===== src/rtl/pc_sequencer_pkg.sv =====
// pc_sequencer_pkg: next-PC selects, branch classes and sequencer state encodings
package pc_sequencer_pkg;
  localparam logic [1:0] PCSEL_PCPLUSFOUR = 2'b00;
  localparam logic [1:0] PCSEL_PCOFFSET   = 2'b01;
  localparam logic [1:0] PCSEL_REGOFFSET  = 2'b10;
  localparam logic [1:0] BR_NONE = 2'b00;
  localparam logic [1:0] BR_COND = 2'b01;
  localparam logic [1:0] BR_REG  = 2'b10;
  localparam logic [1:0] BR_BAD  = 2'b11;
  typedef enum logic [2:0] {
    S_IDLE, S_FETCH, S_DECODE, S_EXEC, S_UPDATE, S_HALT, S_FAULT
  } state_e;
  function automatic logic [1:0] br_to_pcsel(input logic [1:0] br);
    return br == BR_COND ? PCSEL_PCOFFSET : br == BR_REG ? PCSEL_REGOFFSET : PCSEL_PCPLUSFOUR;
  endfunction
endpackage


===== src/rtl/pc_sequencer_watchdog.sv =====
// fetch_watchdog: counts unanswered fetch-request cycles and flags the one that exhausts MEM_TIMEOUT
module fetch_watchdog #(
  parameter int MEM_TIMEOUT = 16
) (
  input  logic clk,
  input  logic reset,
  input  logic clear_i,
  input  logic count_i,
  output logic expire_o
);
  localparam int W = MEM_TIMEOUT > 1 ? $clog2(MEM_TIMEOUT) : 1;
  logic [W-1:0] cnt_q, cnt_d;
  always_comb cnt_d = clear_i ? '0 : count_i ? cnt_q + 1'b1 : cnt_q;
  always_ff @(posedge clk or negedge reset)
    if (!reset) cnt_q <= '0;
    else cnt_q <= cnt_d;
  // MEM_TIMEOUT of 0 leaves the counter free-running but never lets it expire
  assign expire_o = (MEM_TIMEOUT != 0) && count_i && !clear_i && cnt_q == W'(MEM_TIMEOUT - 1);
endmodule


===== src/rtl/pc_sequencer.sv =====
// pc_sequencer: multicycle FETCH/DECODE/EXEC/UPDATE controller driving the PC register and fetch port
module pc_sequencer
  import pc_sequencer_pkg::*;
#(
  parameter int MEM_TIMEOUT = 16,
  parameter int CNT_BITS    = 32
) (
  input  logic                clk,
  input  logic                reset,
  input  logic                stall,
  output logic                imemReq,
  input  logic                imemAck,
  output logic                irLoad,
  input  logic                exDone,
  input  logic [1:0]          brType,
  input  logic                cmp,
  input  logic                halt,
  output logic                pcEnable,
  output logic [1:0]          pcSel,
  output logic                cmpOut,
  output logic                halted,
  output logic                fault,
  output logic [CNT_BITS-1:0] retireCount
);
  state_e state_q, state_d;
  logic [1:0] br_q, br_d;
  logic cmp_q, cmp_d;
  logic [CNT_BITS-1:0] ret_q, ret_d;
  logic expire;
  fetch_watchdog #(.MEM_TIMEOUT(MEM_TIMEOUT)) u_wdog (
    .clk(clk), .reset(reset), .clear_i(state_q != S_FETCH),
    .count_i(imemReq && !imemAck), .expire_o(expire)
  );
  assign imemReq     = state_q == S_FETCH && !stall;
  assign irLoad      = imemReq && imemAck;
  assign pcEnable    = state_q == S_UPDATE;
  assign pcSel       = br_to_pcsel(br_q);
  assign cmpOut      = cmp_q;
  assign halted      = state_q == S_HALT;
  assign fault       = state_q == S_FAULT;
  assign retireCount = ret_q;
  always_comb begin
    state_d = state_q;
    br_d    = br_q;
    cmp_d   = cmp_q;
    ret_d   = ret_q;
    case (state_q)
      S_IDLE:   state_d = S_FETCH;
      S_FETCH:  state_d = irLoad ? S_DECODE : expire ? S_FAULT : S_FETCH;
      S_DECODE: state_d = S_EXEC;
      S_EXEC:
        if (exDone) begin
          state_d = halt ? S_HALT : brType == BR_BAD ? S_FAULT : S_UPDATE;
          if (!halt && brType != BR_BAD) begin
            br_d  = brType;
            cmp_d = cmp;
          end
        end
      S_UPDATE: begin
        state_d = S_FETCH;
        ret_d   = ret_q + 1'b1;
      end
      default:  state_d = state_q;
    endcase
  end
  always_ff @(posedge clk or negedge reset)
    if (!reset) begin
      state_q <= S_IDLE;
      br_q    <= BR_NONE;
      cmp_q   <= 1'b0;
      ret_q   <= '0;
    end else begin
      state_q <= state_d;
      br_q    <= br_d;
      cmp_q   <= cmp_d;
      ret_q   <= ret_d;
    end
endmodule


===== config.mk =====
export PLATFORM = sky130hd
export DESIGN_NAME = pc_sequencer
export DESIGN_NICKNAME = d
export VERILOG_FILES = /design/src/rtl/pc_sequencer_pkg.sv /design/src/rtl/pc_sequencer_watchdog.sv /design/src/rtl/pc_sequencer.sv
export SDC_FILE = /design/constraint.sdc
export NUM_CORES = 1
export LEC_CHECK = 0
export BUFFER_PORTS_ARGS = -buffer_cell sky130_fd_sc_hd__buf_2
export CAP_MARGIN = 25
export CORE_MARGIN = 8
export CORE_UTILIZATION = 45
export DETAILED_ROUTE_END_ITERATION = 16
export PLACE_DENSITY_LB_ADDON = 0.08
export SYNTH_ARGS = -nofsm -noshare
export SYNTH_HDL_FRONTEND = slang
export SYNTH_SLANG_ARGS = --single-unit

===== constraint.sdc =====
create_clock -name clk -period 2.15 [get_ports clk]
set_input_delay 0.5375 -clock clk [delete_from_list [all_inputs] [get_ports clk]]
set_output_delay 0.5375 -clock clk [all_outputs]
set_load 0.01 [all_outputs]

==> impl_metrics.tcl <==
set metrics [dict create \
    cts_sinks 42 \
    finalMaxSlewViolations 0 \
    rsz0062_at_grt "no" \
    grt_pass1_wl_um 7231 \
    fin_util_pct 56.47 \
    hold_buffers 0 \
    clockRootBuffer "clkbuf_8" \
    htreeDepth 2 \
    synthToLayoutAreaGrowth_pct 20.40 \
    path_delay_family "simple AND/OR/NAND/NOR gates" \
    pwr_density_cell_nw_per_um2 753.8 \
    via_per_inst 5.186 \
    clock_skew_ps 7.578 \
    ir_drop_uv 562.1 \
    status "finished, final reports clean" \
    grt_pass1_vias 1549 \
    vias 1535 \
    drive_gt1_share_pct 28.69 \
    placed_cells 289 \
    wire_per_inst_um 14.23 \
    yosysMostFrequentCell "dfrtp_1" \
    cap_violations 0 \
    clk_path_buf_depth 2 \
    pin_count 49 \
    min_period_ps 2045 \
    cp.arrival_ps 1510 \
    grt.total_usage_pct 12.50 \
    stdcell_count 296 \
    holdWs_ps 311.3 \
    rows 24 \
    fin_tns_setup_ps 0 \
    antenna_found_initial 0 \
    wirelength_um 4212 \
    dieArea_um2 6949 \
    grt-ovfl-total 0 \
    drt_iter0_markers 52 \
    synth_top_area_share_pct 51.47 \
    seq_area_um2 1051 \
    synth_area_leaders "dfrtp_1 (51%), xnor2_1 (13%), nor4_4 (4.2%)" \
    required_ps 1610 \
    grt_max_degree 43 \
    synth_cell_types 34 \
    critical_path_class "flop to output pin" \
    clkSlewWorstSetupHoldPaths_ps 80 \
    gp_congestion 0.7819 \
    syn_nets 196 \
    postSynthAreaPerCell_um2 11.04 \
    hold_viol_final 0 \
    cp_max_fo 9 \
    multi_input_area_um2 954.7 \
    port_buffers 48 \
    crit_path_start_kind "flop" \
    ys_top_cells_by_count "dfrtp_1 (42), xnor2_1 (30), nand2_1 (17)" \
    max_stage_delay_ps 380 \
    die_h_um 83.36 \
    post_cts_buffers 0 \
    cts_resized 0 \
    cts-buffers-inserted 5 \
    slowest_stage "dfrtp_1" \
    drtPass1Iterations 4 \
    setup.worst_path.start "state_q[2]" \
    synth_flop_cell "dfrtp_1" \
    syn_area_um2 2042 \
    antennaDiodeCount 0 \
    worstReg2RegStart "retireCount[9]" \
    drc_errors 0 \
    synth_edf_count 0 \
    detailed_place_hpwl_um 3200 \
    leakagePower_nw 1.244 \
    fin_crit_sh_pct 95.11 \
    synth_top_area_cell "dfrtp_1" \
    ys_warn_count 0 \
    relSlewSlack_pct 63.32 \
    setup_violations 0 \
    initial_core_util_pct 46.90 \
    die_w_um 83.36 \
    tightest_slew_ps 546.1 \
    fmaxAchievable_ghz 0.4890 \
    ant_nets 0 \
    worstSkewPairLatency_ps 290 \
    coreArea_um2 4354 \
    worst-path-buf-inv 2 \
    synth_cells 185 \
    endpoint_kind "output pin" \
    nets 255 \
    crit_chain "buf_4 -> nor4b_2 -> and2_1 -> buf_2" \
    synthArstFlopShare_pct 100.0 \
    ys_ff_latch 42 \
    synth.yosys.seq_area_share_pct 51.47 \
    hold_class "primary input to async pin" \
    n_fill_cell 391 \
    cts_tree "done" \
]
per-layer routing:
layer / track usage [%] / vias up / part of all wire (%)
li1: - / 762 / -
met1: 14.07 / 728 / 45
met2: 21.15 / 39 / 48
met3: 4.590 / 6 / 5.7
met4: 4.313 / 0 / 1.3
met5: 0 / - / 0
per-stage QoR:
stage / instance area (um2) / setup WS [ps] / power [mW]
floorplan: 2042 / 431.2 / 1.226
CTS: 2456 / 37.52 / 1.877
global route: 2459 / 34.90 / 1.980
finish: 2459 / 105.2 / 1.853
detailed placement: 2380 / 319.8 / 1.404
global placement: 2380 / 337.1 / 1.401
cells by family (layout without fill, tap and decap cells):
logic type	Yosys count	in the layout	share of synthesized area [%]
AOI/OAI and AO/OA	11	11	3.799
xor gates and xnor gates	34	34	14.58
adders and majority gates	2	2	1.225
buffers and inverters	8	67	1.899
DFF	42	42	51.47
muxes	2	2	1.103
and+or+nand+nor	86	86	25.92
flip-flops by register name, summed over array words and instances (netlist names):
register      cells
retireCount      32
u_wdog.cnt_q      4
state_q           3
br_q              2
cmpOut            1
power breakdown:
| part | internal (mW) | total [mW] | leakage [nW] | switching [mW] |
|---|---|---|---|---|
| sequential | 0.864 | 0.935 | 0.569 | 0.0710 |
| combinational | 0.210 | 0.451 | 0.636 | 0.241 |
| clock | 0.224 | 0.468 | 0.0383 | 0.244 |
| total | 1.30 | 1.85 | 1.24 | 0.556 |
worst paths after layout:
kind                            slack [ps]              end  cells after the start
worst max-delay path                   110           irLoad                      4
min in group clk                       480  retireCount[31]                      1
worst min-delay path                   310  retireCount[26]                      2
worst max register to register         380  retireCount[29]                      4
max in group asynchronous             1490  retireCount[12]                      2
worst min register to register         480  retireCount[31]                      1
final cells by class:
type                            count  share of cell area (%)
Sequential cell                    42                   42.75
Multi-Input combinational cell    135                   38.83
Timing Repair Buffer               55                   11.91
Clock buffer                        7                   3.104
Tap cell                           52                   2.646
Inverter                            5                  0.7634
cell usage in the layout (no fill, tap or decap), drive strengths merged, types with 2 or more instances in the layout:
cell type and instances:
nand2 17, a21oi 3, xor2 4, and2 3
nor2b 4, ha 2, and4 2, nand4 14
nor4 4, dfrtp 42, and3 3, mux2 2
clkbuf 7, xnor2 30, buf 55, nor3 3
nor2 16, o22a 2, inv 5, nand3 15
worst register-to-register path, cell delays in order, from the launching register on:
cell	delay, ps
dfrtp_1	450
nand4_1	280
nor4_4	560
nand3_1	210
xnor2_1	170
(Power assumes the default switching activity.)
